**src/rtl/adder_pipe_arbiter_pkg.sv**
```systemverilog
// Shared constants and types for the pipelined-adder arbiter slice.
package adder_pipe_arbiter_pkg;

  // Operand width, fixed to the shared adder.
  localparam int W         = 16;
  // Cycles from operand issue to adder_sum/adder_cout valid.
  localparam int LAT       = 5;
  // Widest tag needed for the largest supported requester count (8).
  localparam int TAG_MAX_W = 3;

  // Requester-index width: at least one bit even for tiny configurations.
  function automatic int tag_width(input int n);
    if (n <= 2) begin
      return 1;
    end else begin
      return $clog2(n);
    end
  endfunction

  // One granted operation as presented to the adder, plus its origin.
  typedef struct packed {
    logic [W-1:0]         a;
    logic [W-1:0]         b;
    logic                 cin;
    logic [TAG_MAX_W-1:0] tag;
  } add_req_t;

endpackage

```
**src/rtl/adder_pipe_arbiter_rr_arbiter.sv**
```systemverilog
// NREQ-way round-robin arbiter: combinational one-hot grant, registered
// pointer that moves just past the winner whenever a grant is issued.
module rr_arbiter
  import adder_pipe_arbiter_pkg::*;
#(
  parameter int NREQ  = 2,
  parameter int TAG_W = tag_width(NREQ)
) (
  input  logic             clk,
  input  logic             reset,
  input  logic             en_i,
  input  logic [NREQ-1:0]  req_valid_i,
  output logic [NREQ-1:0]  gnt_o,
  output logic [TAG_W-1:0] gnt_idx_o,
  output logic             gnt_any_o
);

  logic [TAG_W-1:0] ptr_q;
  logic [TAG_W-1:0] ptr_d;

  // Scan requesters starting at the pointer, wrapping modulo NREQ; first valid wins.
  always_comb begin
    int   idx;
    logic found;
    gnt_o     = '0;
    gnt_idx_o = '0;
    found     = 1'b0;
    idx       = 0;
    for (int k = 0; k < NREQ; k++) begin
      idx = int'(ptr_q) + k;
      if (idx >= NREQ) begin
        idx = idx - NREQ;
      end else begin
        idx = idx;
      end
      if (en_i && !found && req_valid_i[idx]) begin
        found      = 1'b1;
        gnt_o[idx] = 1'b1;
        gnt_idx_o  = TAG_W'(idx);
      end else begin
        found = found;
      end
    end
    gnt_any_o = found;
  end

  // Next pointer: one past the winner on a grant, otherwise unchanged.
  always_comb begin
    ptr_d = ptr_q;
    if (gnt_any_o) begin
      if (gnt_idx_o == TAG_W'(NREQ - 1)) begin
        ptr_d = '0;
      end else begin
        ptr_d = gnt_idx_o + TAG_W'(1);
      end
    end else begin
      ptr_d = ptr_q;
    end
  end

  // Pointer register, returns to requester 0 on reset.
  always_ff @(posedge clk) begin
    if (reset) begin
      ptr_q <= '0;
    end else begin
      ptr_q <= ptr_d;
    end
  end

endmodule

```
**src/rtl/adder_pipe_arbiter.sv**
```systemverilog
// Shares one pipelined 16-bit adder between NREQ requesters. A round-robin
// arbiter picks one operation per cycle; a valid/tag shift pipe running in
// step with the adder steers each result back to its originator. The adder
// samples a/b at the issue edge but reads cin one cycle later, so cin is
// delayed by a register here.
module adder_pipe_arbiter
  import adder_pipe_arbiter_pkg::*;
#(
  parameter int NREQ = 2
) (
  input  logic              clk,
  input  logic              reset,
  input  logic [NREQ-1:0]   req_valid,
  output logic [NREQ-1:0]   req_ready,
  input  logic [W*NREQ-1:0] req_a,
  input  logic [W*NREQ-1:0] req_b,
  input  logic [NREQ-1:0]   req_cin,
  output logic [W-1:0]      adder_a,
  output logic [W-1:0]      adder_b,
  output logic              adder_cin,
  input  logic [W-1:0]      adder_sum,
  input  logic              adder_cout,
  output logic [NREQ-1:0]   rsp_valid,
  output logic [W-1:0]      rsp_sum,
  output logic              rsp_cout,
  output logic [2:0]        inflight,
  output logic [15:0]       issue_count
);

  localparam int TAG_W = tag_width(NREQ);

  logic [NREQ-1:0]  gnt;
  logic [TAG_W-1:0] gnt_idx;
  logic             issue;
  add_req_t         sel;
  logic             retire;

  // Valid/tag pipe: entry LAT-1 lines up with the adder output.
  logic [LAT-1:0]                vld_q;
  logic [LAT-1:0][TAG_MAX_W-1:0] tag_q;
  logic                          cin_q;
  logic [2:0]                    inflight_q;
  logic [2:0]                    inflight_d;
  logic [15:0]                   issue_count_q;

  // No grants while reset is asserted, so nothing issues in that cycle.
  rr_arbiter #(
    .NREQ  (NREQ),
    .TAG_W (TAG_W)
  ) u_rr (
    .clk         (clk),
    .reset       (reset),
    .en_i        (~reset),
    .req_valid_i (req_valid),
    .gnt_o       (gnt),
    .gnt_idx_o   (gnt_idx),
    .gnt_any_o   (issue)
  );

  // AND-OR mux of the granted requester's operands; all zero when idle.
  always_comb begin
    sel     = '0;
    sel.tag = TAG_MAX_W'(gnt_idx);
    for (int i = 0; i < NREQ; i++) begin
      sel.a   = sel.a | (req_a[W*i +: W] & {W{gnt[i]}});
      sel.b   = sel.b | (req_b[W*i +: W] & {W{gnt[i]}});
      sel.cin = sel.cin | (req_cin[i] & gnt[i]);
    end
  end

  assign req_ready = gnt;
  assign adder_a   = sel.a;
  assign adder_b   = sel.b;
  assign adder_cin = cin_q;
  assign retire    = vld_q[LAT-1];

  // Occupancy next state: an issue and a retirement in one cycle cancel out.
  always_comb begin
    inflight_d = inflight_q;
    case ({issue, retire})
      2'b10:   inflight_d = inflight_q + 3'd1;
      2'b01:   inflight_d = inflight_q - 3'd1;
      default: inflight_d = inflight_q;
    endcase
  end

  // Pipe shift, cin delay and counters; reset drops every in-flight op.
  always_ff @(posedge clk) begin
    if (reset) begin
      vld_q         <= '0;
      tag_q         <= '0;
      cin_q         <= 1'b0;
      inflight_q    <= 3'd0;
      issue_count_q <= 16'd0;
    end else begin
      vld_q         <= {vld_q[LAT-2:0], issue};
      tag_q         <= {tag_q[LAT-2:0], sel.tag};
      cin_q         <= issue & sel.cin;
      inflight_q    <= inflight_d;
      issue_count_q <= issue_count_q + {15'd0, issue};
    end
  end

  // Decode the tag leaving the pipe into a one-hot response strobe.
  always_comb begin
    rsp_valid = '0;
    for (int i = 0; i < NREQ; i++) begin
      rsp_valid[i] = ~reset & retire & (tag_q[LAT-1] == TAG_MAX_W'(i));
    end
  end

  assign rsp_sum     = adder_sum;
  assign rsp_cout    = adder_cout;
  assign inflight    = inflight_q;
  assign issue_count = issue_count_q;

endmodule

```
**config.mk**
```make
export PLATFORM = sky130hd
export DESIGN_NAME = adder_pipe_arbiter
export DESIGN_NICKNAME = d
export VERILOG_FILES = /design/src/rtl/adder_pipe_arbiter_pkg.sv /design/src/rtl/adder_pipe_arbiter_rr_arbiter.sv /design/src/rtl/adder_pipe_arbiter.sv
export SDC_FILE = /design/constraint.sdc
export NUM_CORES = 1
export LEC_CHECK = 0
export BUFFER_PORTS_ARGS = -buffer_cell sky130_fd_sc_hd__buf_4
export CORE_MARGIN = 2
export CORE_UTILIZATION = 38
export CTS_CLUSTER_SIZE = 14
export DETAILED_ROUTE_END_ITERATION = 6
export GPL_TIMING_DRIVEN = 0
export PLACE_DENSITY = 0.82
export REMOVE_ABC_BUFFERS = 1
export SYNTH_ARGS = -nofsm -noshare
export SYNTH_HDL_FRONTEND = slang
export SYNTH_SLANG_ARGS = --single-unit
```
**constraint.sdc**
```tcl
create_clock -name clk -period 2.45 [get_ports clk]
set_input_delay 0.245 -clock clk [delete_from_list [all_inputs] [get_ports clk]]
set_output_delay 0.245 -clock clk [all_outputs]
set_load 0.01 [all_outputs]
```
* After elaboration in Yosys (flattened, before gate mapping)
Cells that the tools add are included.
** Cells by class
- $add $sub $neg :: 7
- Divide/modulo/power cells :: 0
- Reduce and logical (&&, ||, !) cells :: 8
- Bitwise logic cells :: 15
- Eq/ne operators :: 3
- $lt $le $gt $ge :: 6
- Multiplexer cells :: 20
- Shift operators :: 0
- Multipliers :: 0
** Operator list (number)
- 16-bit AND :: 4
- 32-bit by 1-bit >= comparator with 1-bit output (second input constant) :: 2
- 32-bit by 3-bit < comparator with 1-bit output (second input constant) :: 2
- 32-bit two-way mux :: 2
- 32-bit by 3-bit >= comparator with 1-bit output (second input constant) :: 1
- 16-bit OR :: 2
- 32-bit by 3-bit subtractor with 32-bit output (second input constant) :: 1
- 16-bit by 1-bit adder with 16-bit output :: 1
- 1-bit two-way mux :: 13
- 1-bit AND :: 6
- 3-bit case mux with 2 select lines :: 1
- 1-bit logical AND :: 5
- 2-bit two-way mux :: 2
- 3-bit by 1-bit adder with 3-bit output (second input constant) :: 1
- 3-bit by 1-bit == test with 1-bit output (second input constant) :: 1
- 3-bit zero test :: 1
- 1-bit by 2-bit subtractor with 3-bit output (second input constant) :: 1
- 3-bit by 1-bit subtractor with 3-bit output (second input constant) :: 1
- 1-bit by 1-bit adder with 2-bit output (second input constant) :: 1
- 1-bit demux with 1-bit select :: 2
- 2-bit by 1-bit == test with 1-bit output (second input constant) :: 1
- 2-bit == test (second input constant) :: 1
- 1-bit by 2-bit >= comparator with 1-bit output (second input constant) :: 1
- 2-bit OR :: 1
- 5 further kinds :: 5
** Storage, ports and cells
- Output and inout bits :: 73
- Bits in writable memories :: 0
- Memories kept :: 0
- Bits of input ports :: 87
- Register bits :: 41
- Latch bits :: 0
- Logic and storage cells :: 70
- Bits in read-only memories :: 0

* Logic depth before layout (Yosys ltp)
- Depth in word-level cells :: 14
- Depth in mapped cells :: 7
- Gate-level depth less buffers :: 6

* Hierarchy
From an unflattened synthesis, not the netlist that was laid out.
** Unflattened totals
- Cell total of the unflattened synthesis :: 195
- Area, all modules :: 1737.9 µm²
** By module, submodules not included
- adder_pipe_arbiter :: instances 1, area an instance 1670.4 µm², cells each 185, sequential area each 600.6 µm²
- rr_arbiter :: instances 1, area an instance 67.6 µm², cells each 10, sequential area each 20.0 µm²

* Least setup slack after synthesis
OpenSTA, ideal clock, no wires.
- Path kind :: input to register
- Start :: input port req_valid[1]
- End :: register inflight_q[2] (netlist: inflight[2])
- Buffers on the path :: 0
- Path slack :: 675 ps
- Required time :: 2329 ps
- Arrival time :: 1654 ps
- Setup time :: 121 ps
- Stages :: 6
- Cell sequence :: o21bai_1 > nand2_1 > fa_1 > and2_1 > mux2i_1 > mux2_2
** On the way
- Word-level cells in the longest chain between the ends :: 11
- Elaborated cells on any way between the ends :: 16
- Classes of those cells :: eq/ne: 2; mux: 9; reduce/logical: 5
** RTL lines
- start, declared :: line adder_pipe_arbiter.sv:13 : input logic [NREQ-1:0] req_valid,
- 1-bit two-way mux (not written as such) (3 in series) :: line adder_pipe_arbiter_rr_arbiter.sv:36 : if (en_i && !found && req_valid_i[idx]) begin
- 1-bit logical AND :: line adder_pipe_arbiter_rr_arbiter.sv:36
- 1-bit two-way mux :: line adder_pipe_arbiter_rr_arbiter.sv:36
- 1-bit zero test :: line adder_pipe_arbiter_rr_arbiter.sv:36
- 1-bit logical AND (2 in series) :: line adder_pipe_arbiter_rr_arbiter.sv:36
- 1-bit two-way mux (*) :: line adder_pipe_arbiter_rr_arbiter.sv:36
- 2-bit by 1-bit == test with 1-bit output / 2-bit == test (equally long branches) :: line adder_pipe_arbiter.sv:80 : case ({issue, retire})
- 3-bit case mux with 2 select lines / 2-bit nonzero test (equally long branches)
- end signal, assigned :: line adder_pipe_arbiter.sv:99 : inflight_q <= inflight_d;
- end, declared :: line adder_pipe_arbiter.sv:42 : logic [2:0] inflight_q;
Mark *: on every way between the ends. The rest lies on a longest branch, timed or not. The select of a mux whose other input is x is not followed.
A chain may end at the register's enable or synchronous reset.

* Worst setup path after layout
- Start :: input port reset
- End :: register issue_count_q[13] (netlist: issue_count[13])
** On the way
- Word-level cells in the longest chain between the ends :: 8
** RTL lines
- start, declared :: line adder_pipe_arbiter.sv:12 : input logic reset,
- 1-bit NOT :: line adder_pipe_arbiter.sv:53 : .en_i (~reset),
- 1-bit logical AND :: line adder_pipe_arbiter_rr_arbiter.sv:36
- 1-bit two-way mux :: line adder_pipe_arbiter_rr_arbiter.sv:36
- 1-bit zero test :: line adder_pipe_arbiter_rr_arbiter.sv:36
- 1-bit logical AND (2 in series) :: line adder_pipe_arbiter_rr_arbiter.sv:36
- 1-bit two-way mux :: line adder_pipe_arbiter_rr_arbiter.sv:36
- 16-bit by 1-bit adder with 16-bit output :: line adder_pipe_arbiter.sv:100 : issue_count_q <= issue_count_q + {15'd0, issue};
- end signal, assigned :: line adder_pipe_arbiter.sv:100
- end, declared :: line adder_pipe_arbiter.sv:44 : logic [15:0] issue_count_q;
Several ways; a longest one is shown, not always the timed one.

==> impl_metrics.json <==
{
  "dp_hpwl_um": 4250,
  "clkSinkCount": 31,
  "reg2reg_to": "issue_count[13]",
  "ys_types": 36,
  "synth_commonest_cells": "a22o_1, dfxtp_1, buf_4",
  "drive_gt1_share_pct": 49.8,
  "finalWirelength_um": 5350,
  "min_to": "adder_cin",
  "postSynthAreaPerCell_um2": 9.41,
  "ctsResizeCount": 0,
  "power_mw": 1.25,
  "yosysMostFrequentCell": "a22o_1",
  "antenna_cells": 0,
  "holdBufCountCts": 0,
  "reg2reg_slack_ns": 0.66,
  "grt_max_degree": 42,
  "synth_cells": 192,
  "post-place-ws_ns": 0.0558,
  "setup_violations": 0,
  "reg2reg_depth": 4,
  "remaining_drc_errors": 0,
  "cts.root.buffer_cell": "clkbuf_8",
  "grt_pass1_vias": 1768,
  "fin_crit_ns": 2.09,
  "io_pins": 160,
  "hold_viol_final": 0,
  "fmax_mhz": 479,
  "worst_pin_slew_ns": 0.530,
  "ant_nets": 0,
  "num_vias": 1827,
  "fin_skew_ns": 0.00595,
  "cts_tree": "built",
  "io_buffers": 125,
  "overflow": 0,
  "antenna_found_initial": 0,
  "globalRouteTotalUtil_pct": 19.8,
  "ys.warnings.count": 0,
  "gp_congestion": 0.720,
  "die_area_um2": 5320,
  "worstSetupPathType": "in2reg",
  "finalNonFillerCells": 353,
  "synthArstFlopShare_pct": 0,
  "routedWlPerCell_um": 15.2,
  "drtPass1Iterations": 4,
  "die_w_um": 73.0,
  "endpoint_kind": "register",
  "rsz0062_at_grt": "no",
  "syn_area_um2": 1810,
  "crit_fanout": 41,
  "viasPerCell": 5.18,
  "crit_required_ns": 2.62,
  "worst_skew_pair.late_latency_ns": 0.28,
  "drv_cap": 0,
  "grt_first_pass_wirelength_um": 8140,
  "slew_viol_final": 0,
  "leakagePower_nw": 1.35,
  "synth-seq-area-share_pct": 34.3,
  "start_kind": "primary input",
  "irDropWorstVdd_uv": 192,
  "synthTopCellsByArea": "dfxtp_1, a22o_1, buf_4",
  "period_share_pct": 85.3,
  "dp_cells": 345,
  "die_h_um": 73.0,
  "cp-startpoint": "reset",
  "r2r-start": "issue_count[0]",
  "start_util_pct": 38.8,
  "yosysTopAreaCell": "dfxtp_1",
  "clock_path_buffers": 2,
  "postCtsSetupBuffers": 0,
  "setup_ws_ns": 0.360,
  "synth-edff-count": 0,
  "core_area_um2": 4660,
  "yosys_most_used_dff": "dfxtp_1",
  "slew_headroom_pct": 64.5,
  "p_per_area_nw_per_um2": 449,
  "ctsHtreeMaxLevel": 2,
  "rows": 25,
  "clk_pin_slew_worst_paths_ns": 0.06,
  "drt_iter0_drc": 110,
  "min_path_type": "in2reg",
  "cts_inserted_buffers": 5,
  "nets": 388,
  "syn2layout_area_growth_pct": 54.7,
  "worstHoldStart": "req_cin[0]",
  "synth_top_area_share_pct": 34.3,
  "worstPathArrival_ns": 2.26,
  "hold_depth": 2,
  "outcome": "finished clean",
  "ys_ff_latch": 31
}
## cell usage in the layout, fill, tap and decap left out, drive strengths merged
cell / netlist / layout
and3b: 1 / 1
nor2b: 16 / 16
o21bai: 1 / 1
nor3b: 3 / 3
o21ba: 1 / 1
or3: 3 / 3
xnor2: 2 / 2
xor2: 3 / 3
nor4: 4 / 4
a211oi: 1 / 1
nand3: 4 / 4
o31ai: 4 / 4
fa: 1 / 1
a21oi: 7 / 7
a22o: 33 / 33
or4: 4 / 4
dfxtp: 31 / 31
mux2i: 1 / 1
and2: 1 / 1
inv: 8 / 8
mux2: 7 / 7
nor2: 14 / 14
buf: 26 / 127
nand4: 4 / 4
ha: 2 / 2
o21ai: 3 / 3
nand2: 5 / 5
clkbuf: 2 / 8
## critical path, cell delays in order
cell and delay (ns):
buf_4 0.24, o21bai_1 0.31, inv_1 0.13, ha_1 0.19, nand4_2 0.34, nor4_1 0.42
mux2_2 0.37
## metrics by stage
| stage | area (µm²) | hold slack (ns) | utilization [%] | setup TNS, ns |
|---|---|---|---|---|
| after floorplan | 1620 | 0.314 | - | 0 |
| after global placement | 2630 | 0.416 | 56.3 | -7.96 |
| after detailed placement | 2700 | 0.426 | 57.8 | 0 |
| after CTS | 2800 | 0.182 | 60.0 | 0 |
| after global routing | 2800 | 0.178 | 60.0 | 0 |
| final | 2800 | 0.190 | 60.0 | 0 |
## state kept, by name, indices dropped and copies added, names as in the netlist
signal / count
adder_cin: 1
inflight: 3
issue_count: 16
tag_q: 5
u_rr.ptr_q: 1
vld_q: 5
## worst max path at each step
stage	to	slack [ns]
floorplan	adder_a[0]	0.31
global placement	adder_b[13]	-0.31
detailed placement	issue_count[13]	0.06
CTS	issue_count[13]	0.35
global route	issue_count[14]	0.22
finish	issue_count[13]	0.36
## where the power goes
| part | total, mW | internal, mW | switching, mW | leakage, nW |
|---|---|---|---|---|
| registers | 0.528 | 0.519 | 0.00926 | 0.252 |
| logic | 0.294 | 0.178 | 0.116 | 1.05 |
| clock network | 0.433 | 0.256 | 0.177 | 0.0515 |
## cell families (layout without fill, tap and decap cells)
group           after synthesis  in the layout  share of synthesized area [%]
compound gates               50             50                           22.1
xor+xnor                      5              5                           2.42
fa+ha+maj                     3              3                           2.49
buf+inv                      36            143                           12.0
flops                        31             31                           34.3
mux                           8              8                           4.92
simple gates                 59             59                           21.7
## cell type report
class	count	area, µm²
inverters	8	30.0
fillers	403	1870
clock buffers	8	100
well taps	54	67.6
multi-input cells	125	983
repair buffers	127	993
flip-flops and latches	31	621
## per-layer routing
layer	wire, µm	up-vias	GRT usage (%)
met5	0	-	4.04
li1	-	890	-
met2	2730	97	32.7
met4	51	0	6.58
met3	713	4	12.6
met1	1860	836	20.1
No activity file was read; power rests on OpenSTA's default activity.
